## config.mk

```make
export PLATFORM = sky130hd
export DESIGN_NAME = uart_rx_buf
export DESIGN_NICKNAME = d
export VERILOG_FILES = /design/src/rtl/uart_rx_pkg.sv /design/src/rtl/rx_fifo.sv /design/src/rtl/uart_rx_buf.sv
export SDC_FILE = /design/constraint.sdc
export NUM_CORES = 1
export LEC_CHECK = 0
export BUFFER_PORTS_ARGS = -buffer_cell sky130_fd_sc_hd__buf_2
export CAP_MARGIN = 10
export CORE_UTILIZATION = 40
export CTS_BUF_LIST = sky130_fd_sc_hd__clkbuf_4 sky130_fd_sc_hd__clkbuf_8
export CTS_CLUSTER_SIZE = 25
export DETAILED_ROUTE_END_ITERATION = 10
export GPL_ROUTABILITY_DRIVEN = 0
export PLACE_DENSITY = 0.71
export SLEW_MARGIN = 20
export SYNTH_ARGS = -nofsm -noshare
export SYNTH_HDL_FRONTEND = slang
export SYNTH_HIERARCHICAL = 1
export SYNTH_SLANG_ARGS = --single-unit
```

## constraint.sdc

```tcl
create_clock -name clk -period 2.6 [get_ports clk]
set_clock_uncertainty 0.05 [all_clocks]
set_input_delay 0.26 -clock clk [delete_from_list [all_inputs] [get_ports clk]]
set_output_delay 0.26 -clock clk [all_outputs]
set_load 0.1 [all_outputs]
```

## src/rtl/uart_rx_pkg.sv

```systemverilog
// Shared types and register map constants for the uart_rx_buf receiver.
package uart_rx_pkg;

    typedef enum logic [2:0] {
        IDLE,
        START,
        DATA,
        PARITY,
        STOP,
        WAIT_HIGH
    } rx_state_e;

    localparam logic [31:0] DATA_OFS = 32'd0;
    localparam logic [31:0] STAT_OFS = 32'd8;
    localparam logic [31:0] CTRL_OFS = 32'd12;

    localparam int unsigned ST_NE   = 0;
    localparam int unsigned ST_FULL = 1;
    localparam int unsigned ST_OVR  = 2;
    localparam int unsigned ST_FERR = 3;
    localparam int unsigned ST_PERR = 4;

endpackage

```

## src/rtl/rx_fifo.sv

```systemverilog
// Byte FIFO for received characters; pointers carry an extra wrap bit.
module rx_fifo #(
    parameter int unsigned DEPTH = 4
) (
    input  logic       clk,
    input  logic       rst_n,
    input  logic       push_i,
    input  logic [7:0] din_i,
    input  logic       pop_i,
    output logic [7:0] head_o,
    output logic       full_o,
    output logic       empty_o
);

    localparam int unsigned AW = $clog2(DEPTH);

    logic [AW:0] wptr_q, wptr_d;
    logic [AW:0] rptr_q, rptr_d;
    logic [7:0]  mem_q [DEPTH];
    logic        pop_ok;
    logic        push_ok;

    assign empty_o = (wptr_q == rptr_q);
    assign full_o  = (wptr_q[AW] != rptr_q[AW]) && (wptr_q[AW-1:0] == rptr_q[AW-1:0]);
    assign head_o  = mem_q[rptr_q[AW-1:0]];

    // A pop on a full FIFO frees the slot the same-cycle push lands in.
    assign pop_ok  = pop_i & ~empty_o;
    assign push_ok = push_i & (~full_o | pop_ok);

    always_comb begin
        wptr_d = wptr_q;
        rptr_d = rptr_q;
        if (push_ok) wptr_d = wptr_q + {{AW{1'b0}}, 1'b1};
        if (pop_ok)  rptr_d = rptr_q + {{AW{1'b0}}, 1'b1};
    end

    always_ff @(posedge clk or negedge rst_n) begin
        if (!rst_n) begin
            wptr_q <= '0;
            rptr_q <= '0;
        end else begin
            wptr_q <= wptr_d;
            rptr_q <= rptr_d;
        end
    end

    always_ff @(posedge clk) begin
        if (push_ok) mem_q[wptr_q[AW-1:0]] <= din_i;
    end

endmodule

```

## src/rtl/uart_rx_buf.sv

```systemverilog
// Memory-mapped UART receiver (8N1, 16x oversampled) with receive FIFO and IRQ.
// Define UART_RX_PARITY_EN for 8E1 framing with PERR detection.
module uart_rx_buf
    import uart_rx_pkg::*;
#(
    parameter int unsigned FIFO_DEPTH = 4,
    parameter logic [31:0] BASE_ADDR  = 32'h4000_0018
) (
    input  logic        clk,
    input  logic        reset,
    input  logic        tick16,
    input  logic        UART_RXD,
    input  logic [31:0] addr,
    input  logic        MemRead,
    input  logic        MemWrite,
    input  logic [31:0] wdata,
    output logic [31:0] rdata,
    output logic        irq_rx
);

    rx_state_e  state_q, state_d;
    logic       rx_s1_q, rx_s2_q;
    logic [3:0] cnt_q, cnt_d;
    logic [2:0] bit_q, bit_d;
    logic [7:0] sh_q, sh_d;
    logic       ovr_q, ovr_d;
    logic       ferr_q, ferr_d;
    logic       ie_q, ie_d;
    logic       perr_bit;
    logic       frame_ok;
    logic       line;
    logic       push_req, ovr_set, ferr_set, perr_set;
    logic       sel_data, sel_stat, sel_ctrl;
    logic       rd_pop, wr_stat;
    logic       fifo_full, fifo_empty;
    logic [7:0] fifo_head;
    logic       unused_wdata;

    assign line     = rx_s2_q;
    assign sel_data = (addr == BASE_ADDR + DATA_OFS);
    assign sel_stat = (addr == BASE_ADDR + STAT_OFS);
    assign sel_ctrl = (addr == BASE_ADDR + CTRL_OFS);
    assign rd_pop   = MemRead & sel_data;
    assign wr_stat  = MemWrite & sel_stat;
    assign unused_wdata = ^{wdata[31:5], wdata[4], wdata[1]};

`ifdef UART_RX_PARITY_EN
    logic perr_q, perr_d;
    logic par_bad_q, par_bad_d;
    assign perr_bit = perr_q;
    assign frame_ok = ~par_bad_q;
`else
    assign perr_bit = 1'b0;
    assign frame_ok = 1'b1;
`endif

    always_comb begin
        state_d  = state_q;
        cnt_d    = cnt_q;
        bit_d    = bit_q;
        sh_d     = sh_q;
        push_req = 1'b0;
        ferr_set = 1'b0;
        perr_set = 1'b0;
`ifdef UART_RX_PARITY_EN
        par_bad_d = par_bad_q;
`endif
        if (tick16) begin
            case (state_q)
                IDLE: if (!line) begin
                    state_d = START;
                    cnt_d   = '0;
                end
                START: begin
                    cnt_d = cnt_q + 4'd1;
                    if (cnt_q == 4'd7) begin
                        cnt_d   = '0;
                        bit_d   = '0;
                        state_d = line ? IDLE : DATA;
                    end
                end
                DATA: begin
                    cnt_d = cnt_q + 4'd1;
                    if (cnt_q == 4'd15) begin
                        sh_d  = {line, sh_q[7:1]};
                        bit_d = bit_q + 3'd1;
`ifdef UART_RX_PARITY_EN
                        if (bit_q == 3'd7) state_d = PARITY;
`else
                        if (bit_q == 3'd7) state_d = STOP;
`endif
                    end
                end
`ifdef UART_RX_PARITY_EN
                PARITY: begin
                    cnt_d = cnt_q + 4'd1;
                    if (cnt_q == 4'd15) begin
                        par_bad_d = line ^ (^sh_q);
                        perr_set  = line ^ (^sh_q);
                        state_d   = STOP;
                    end
                end
`endif
                STOP: begin
                    cnt_d = cnt_q + 4'd1;
                    if (cnt_q == 4'd15) begin
                        state_d = IDLE;
                        if (!line) begin
                            ferr_set = 1'b1;
                            state_d  = WAIT_HIGH;
                        end else begin
                            push_req = frame_ok;
                        end
                    end
                end
                WAIT_HIGH: if (line) state_d = IDLE;
                default:   state_d = IDLE;
            endcase
        end
    end

    // A completing byte is only lost when full and no read frees a slot this cycle.
    assign ovr_set = push_req & fifo_full & ~rd_pop;

    always_comb begin
        ovr_d  = ovr_set  | (ovr_q  & ~(wr_stat & wdata[ST_OVR]));
        ferr_d = ferr_set | (ferr_q & ~(wr_stat & wdata[ST_FERR]));
        ie_d   = (MemWrite & sel_ctrl) ? wdata[0] : ie_q;
`ifdef UART_RX_PARITY_EN
        perr_d = perr_set | (perr_q & ~(wr_stat & wdata[ST_PERR]));
`endif
    end

    always_ff @(posedge clk or negedge reset) begin
        if (!reset) begin
            state_q <= IDLE;
            rx_s1_q <= 1'b1;
            rx_s2_q <= 1'b1;
            cnt_q   <= '0;
            bit_q   <= '0;
            sh_q    <= '0;
            ovr_q   <= 1'b0;
            ferr_q  <= 1'b0;
            ie_q    <= 1'b0;
`ifdef UART_RX_PARITY_EN
            perr_q    <= 1'b0;
            par_bad_q <= 1'b0;
`endif
        end else begin
            state_q <= state_d;
            rx_s1_q <= UART_RXD;
            rx_s2_q <= rx_s1_q;
            cnt_q   <= cnt_d;
            bit_q   <= bit_d;
            sh_q    <= sh_d;
            ovr_q   <= ovr_d;
            ferr_q  <= ferr_d;
            ie_q    <= ie_d;
`ifdef UART_RX_PARITY_EN
            perr_q    <= perr_d;
            par_bad_q <= par_bad_d;
`endif
        end
    end

    rx_fifo #(.DEPTH(FIFO_DEPTH)) u_fifo (
        .clk     (clk),
        .rst_n   (reset),
        .push_i  (push_req),
        .din_i   (sh_q),
        .pop_i   (rd_pop),
        .head_o  (fifo_head),
        .full_o  (fifo_full),
        .empty_o (fifo_empty)
    );

    always_comb begin
        rdata = '0;
        if (sel_data && !fifo_empty) begin
            rdata[7:0] = fifo_head;
        end else if (sel_stat) begin
            rdata[ST_NE]   = ~fifo_empty;
            rdata[ST_FULL] = fifo_full;
            rdata[ST_OVR]  = ovr_q;
            rdata[ST_FERR] = ferr_q;
            rdata[ST_PERR] = perr_bit;
        end else if (sel_ctrl) begin
            rdata[0] = ie_q;
        end
    end

    assign irq_rx = ie_q & ~fifo_empty;

endmodule

```

### Word level (Yosys, flattened, before mapping)

Memory sizes are Yosys's and may differ from the RTL's.
Index checks and enable logic that the tools add are counted.

| word-level totals | value |
|---|---|
| memories kept | 1 |
| register bits after elaboration | 29 |
| word-level logic and storage cells | 96 |
| input port bits | 70 |
| RAM bits | 32 |

| operators by class | value |
|---|---|
| reduce and logical (&&, ||, !) cells | 11 |
| add/sub/neg operators | 4 |
| mux-type cells | 30 |
| bitwise operators | 20 |
| equal/unequal tests | 19 |

Memory list:

| name | depth | width | rd ports | clocked after Yosys merged registers in | wr ports | RTL line | text |
|---|---|---|---|---|---|---|---|
| u_fifo.mem_q | 4 | 8 | 1 | 0 | 1 | rx_fifo.sv:19 | `logic [7:0] mem_q [DEPTH];` |

Operator list:

| kind | count |
|---|---|
| 32-bit by 31-bit equality test with 1-bit output (second input constant) | 3 |
| 3-bit 2-to-1 mux | 11 |
| 3-bit case mux with 5 select lines | 1 |
| 1-bit AND | 12 |
| 1-bit 2-to-1 mux | 12 |
| 2-bit inequality test (second input constant) | 6 |
| 4-bit case mux with 3 select lines | 1 |
| 3-bit by 1-bit adder with 3-bit output (second input constant) | 3 |
| 3-bit equality test (second input constant) | 3 |
| 4-bit 2-to-1 mux | 2 |
| 7-bit AND reduction | 1 |
| 3-bit case mux with 2 select lines | 1 |
| 3-bit AND reduction | 2 |
| 5-bit 2-to-1 mux | 1 |
| 1-bit NOT | 5 |
| 4-bit by 1-bit adder with 4-bit output (second input constant) | 1 |
| 4-bit by 3-bit equality test with 1-bit output (second input constant) | 1 |
| 4-bit equality test (second input constant) | 1 |
| 4-bit AND reduction | 1 |
| 3-bit by 1-bit equality test with 1-bit output (second input constant) | 1 |
| 3-bit by 2-bit equality test with 1-bit output (second input constant) | 1 |
| 3-bit equality test | 1 |
| 3-bit zero test | 1 |
| 1-bit bitwise OR | 3 |
| other kinds (8) | 9 |

### Logic depth before layout (Yosys ltp)

| logic depth | value |
|---|---|
| depth in word-level cells | 7 |
| mapped depth | 7 |
| mapped depth without buffers | 6 |

### Cells and area by module

The synthesis kept the hierarchy.

By module, submodules not included:

| module | area each (um^2) | sequential area each (um^2) | times used | cells each |
|---|---|---|---|---|
| rx_fifo | 1602.8 | 1111.1 | 1 | 85 |
| uart_rx_buf | 1574.0 | 578.1 | 1 | 169 |

### Least setup slack after synthesis

No wires, ideal clock.

| timing | value |
|---|---|
| path type | register to output |
| start | register u_fifo.rptr_q[1] |
| end | output rdata[1] |
| path slack | -616 ps |
| arrival time | 2906 ps |
| data required time | 2290 ps |
| cell stages (with the launch flop) | 8 |
| buffers on the path | 2 |
| cell sequence | dfrtp_1 -> buf_6 -> xor2_1 -> buf_2 -> nor3_1 -> nor4bb_1 -> a22oi_1 -> nor2_1 |

| on the way | value |
|---|---|
| cells in the longest elaborated chain, start to end | 4 |

RTL lines:

| what | RTL line | text |
|---|---|---|
| start, declared | rx_fifo.sv:18 | `logic [AW:0] rptr_q, rptr_d;` |
| start signal, assigned | rx_fifo.sv:44 | `rptr_q <= rptr_d;` |
| 3-bit equality test | rx_fifo.sv:23 | `assign empty_o = (wptr_q == rptr_q);` |
| named net fifo_empty | uart_rx_buf.sv:35 | `logic fifo_full, fifo_empty;` |
| 1-bit zero test | uart_rx_buf.sv:179 | `if (sel_data && !fifo_empty) begin` |
| 1-bit logical AND | uart_rx_buf.sv:179 |  |
| 5-bit 2-to-1 mux | uart_rx_buf.sv:179 |  |
| end, declared | uart_rx_buf.sv:17 | `output logic [31:0] rdata,` |

The timed path passes the listed nets, and every way through them passes these cells.

### Worst setup path in the final report

| timing | value |
|---|---|
| start | register u_fifo.rptr_q[0] |
| end | output rdata[0] |

RTL lines:

| what | RTL line | text |
|---|---|---|
| memory 4 x 8 bit | -- |  |
| named net fifo_head[0] | uart_rx_buf.sv:36 | `logic [7:0] fifo_head;` |
| 5-bit 2-to-1 mux | uart_rx_buf.sv:179 |  |

The timed path passes the listed nets, and every way through them passes these cells.

==> impl_results.md <==
* P_leak at 1.613 nW
* Most common cell after layout, fill and taps aside: buf_2
* Crit path kind: reg -> out
* CTS clock-pin slew for the worst setup and hold paths at 0.07 ns
* Die extent in y at 91.12 microns
* Mean Syn Cell Area at 12.51 sq um
* Top post-synthesis cells by area: edfxtp_1 (30%), dfrtp_1 (21%), buf_4 (5.7%)
* Antenna cell count at 0
* Post-DR wirelength/cell at 13.90 microns
* Gr ovfl total at 0
* Core area at 7687 sq um
* Yosys warning count at 6
* Row Count at 32
* CP Capture Type: output pin
* Outcome: completed
* Number of synthesized register bits at 61
* Clock Root Buffer: clkbuf_8
* Vias in the first global route at 2117
* Drt drc at 0
* Post-synth top area cell: edfxtp_1
* Ys flop type: edfxtp_1
* Crit path launch type: flip-flop
* First-pass GRT wire length at 9.791 mm
* Finished Layout Cells at 426
* Switching power at 0.0007112 W
* I/O pin total at 103
* Hold Vio Cnt, Final at 0
* Bufs on Longest Clock Path at 2
* Share of power burned in registers at 46.9%
* Total number of vias at 2198
* Fillers at 675
* Slowest CP cell: dfrtp_1
* CP Data Arrival Time at 2.14 ns
* Internal power at 0.001649 W
* Area occupied by multi-input gates at 1354 sq um
* Crit-path max cell delay at 0.43 ns
* DRT iter0 DRCs at 66
* Pwr Total at 0.002360 W
* Hold Path Class: in -> reg
* F_max at 407.8 MHz
* Fin crit period at 2.452 ns
* Crit Path Max Fanout at 11
* Crit-path cells: buf_4, mux4_2, a31oi_1, or3_1, a21oi_2, buf_12
* Final setup viols at 0
* Synth cell types at 55
* Most frequent cells in the layout: buf_2 (41), edfxtp_1 (32), dfrtp_1 (25)
* HPWL after detailed placement at 4.118 mm
* Placed cell count at 404
* Top Family by Delay on Critical Path: flip-flops
* Fin. max-slew vios at 0
* Final nets at 397
* Die Footprint at 8302 sq um
* WL final at 5.920 mm
* Area Growth Syn to Fin at 23.00%
* Initial antenna violation count at 0
* PortBufs at 49
* Sw Share at 30.14%
* H-tree Lvls at 3
* Slew HR at 56.12%
* Peak VDD IR at 0.3941 mV
* Post-synthesis sequential area ratio at 53.17%
* DRT antenna net count at 0
* Tightest Pin Transition at 0.6582 ns
* Share of cells above drive strength 1 at 36.73%
* Drt first pass iters at 4
* Synth Instances at 254
* Starting Density at 41.32%
* Crit path required time at 2.29 ns
* Clk_lat worst skew at 0.34 ns
* Tcrit/Tclk final at 94.32%
* Gate power share at 18.3%
* Clk network pwr share at 34.8%
* Synthesized cell area at 3177 sq um
* CP bufs+invs at 2
* Top-area cell type share of the netlist area at 30.25%
* Async S/R FF share, synth at 47.54%
* Die Span X at 91.12 microns
* EDFF count, synth at 32
* Vias per cell at 5.160
* CTS tree: yes
* Largest net degree at the start of global routing at 30
* PD cells at 603.9 nW/um^2
* Clock sink count at 61
* Maximum capacitance violations at 0
* Register area at 1692 sq um
* Gr usage total at 15.42%
* CTS Buf Count at 9
[power by group through the flow]
stage	Sequential, W	Combinational [W]	Clock, W
detailed placement	0.00113	0.000428	0
CTS	0.00111	0.000434	0.000845
global placement	0.00112	0.000417	0
finish	0.00111	0.000432	0.000820
floorplan	0.00111	0.000379	0
global route	0.00112	0.000478	0.000884
[sequential cells by signal, summed over array words and instances, names as in the netlist]
signal	cells
cnt_q	4
rx_s1_q	1
ovr_q	1
u_fifo/rptr_q	3
ferr_q	1
sh_q	8
bit_q	3
ie_q	1
line	1
u_fifo/wptr_q	3
u_fifo/mem_q	32
state_q	3
[routing by layer]
metal	vias up	global-route usage, %	wire [microns]
met2	98	27.27	2964
met5	-	0	0
met1	1059	17.60	2454
met3	8	3.853	440
met4	0	6.746	60
li1	1033	-	-
[final timing paths]
kind	startpoint	slack, ns	to	depth (start not counted)
max in group asynchronous	reset	1.60	u_fifo/wptr_q[1]	2
min	wdata[0]	0.11	ie_q	2
max reg2reg	state_q[1]	0.35	sh_q[3]	4
max	u_fifo/rptr_q[0]	0.15	rdata[0]	6
min reg2reg	rx_s1_q	0.31	line	0
min in group asynchronous	reset	0.43	state_q[1]	2
[logic make-up (layout without fill, tap and decap cells)]
logic type,Yosys count,count (layout),synth area share [%]
compound gates,36,36,8.744
buf+inv,47,94,9.177
other cells,1,24,0.1180
flops,61,61,53.17
mux,20,20,9.886
fa+ha+maj,9,9,3.466
simple gates,73,73,13.51
xor+xnor,7,7,1.930
[worst register-to-register path, cell delays in order (launching register included)]
cell,delay (ns)
dfrtp_1,0.50
or3b_4,0.46
a2111oi_4,0.32
and3_1,0.42
mux2_2,0.39
[layout make-up]
| class | instances | share of cell area [%] |
|---|---|---|
| Clock buffer | 10 | 3.362 |
| Clock inverter | 6 | 1.633 |
| Inverter | 13 | 1.249 |
| Multi-Input combinational cell | 169 | 34.65 |
| Sequential cell | 61 | 43.29 |
| Tap cell | 102 | 3.266 |
| Timing Repair Buffer | 65 | 12.55 |
[Yosys cell counts (4+ instances only)]
| master | number |
|---|---|
| edfxtp_1 | 32 |
| nand2_1 | 9 |
| inv_1 | 13 |
| nor2_1 | 8 |
| nor3_1 | 6 |
| mux2_2 | 11 |
| xnor2_1 | 4 |
| o21ai_0 | 11 |
| o31ai_1 | 4 |
| nor4_1 | 6 |
| nand3_1 | 9 |
| ha_1 | 8 |
| mux4_2 | 8 |
| buf_4 | 24 |
| clkbuf_1 | 4 |
| and3_1 | 9 |
| dfrtp_1 | 27 |
[per-stage QoR]
step | setup TNS (ns) | hold WS [ns] | area, sq um | worst slack (ns) | utilization [%]
6_report | 0 | 0.1095 | 3908 | 0.1476 | 50.83
5_1_grt | -0.01548 | 0.1152 | 3908 | -0.01548 | 50.83
3_3_place_gp | 0 | 0.2780 | 3615 | 0.1677 | 47.02
2_1_floorplan | -0.1750 | -0.08559 | 3289 | -0.1750 | -
4_1_cts | 0 | 0.09584 | 3869 | 0.03150 | 50.33
3_5_place_dp | 0 | 0.2854 | 3615 | 0.09366 | 47.02
[timing repair]
item                                   4_1_cts  5_1_grt
pin swaps                                    0        4
gates resized for setup                      5        2
hold buffers                                 2        0
buffers inserted                             0        4
setup endpoints to repair                    8        7
endpoints found under the hold margin       28        0
No activity file was read; power rests on OpenSTA's default activity.
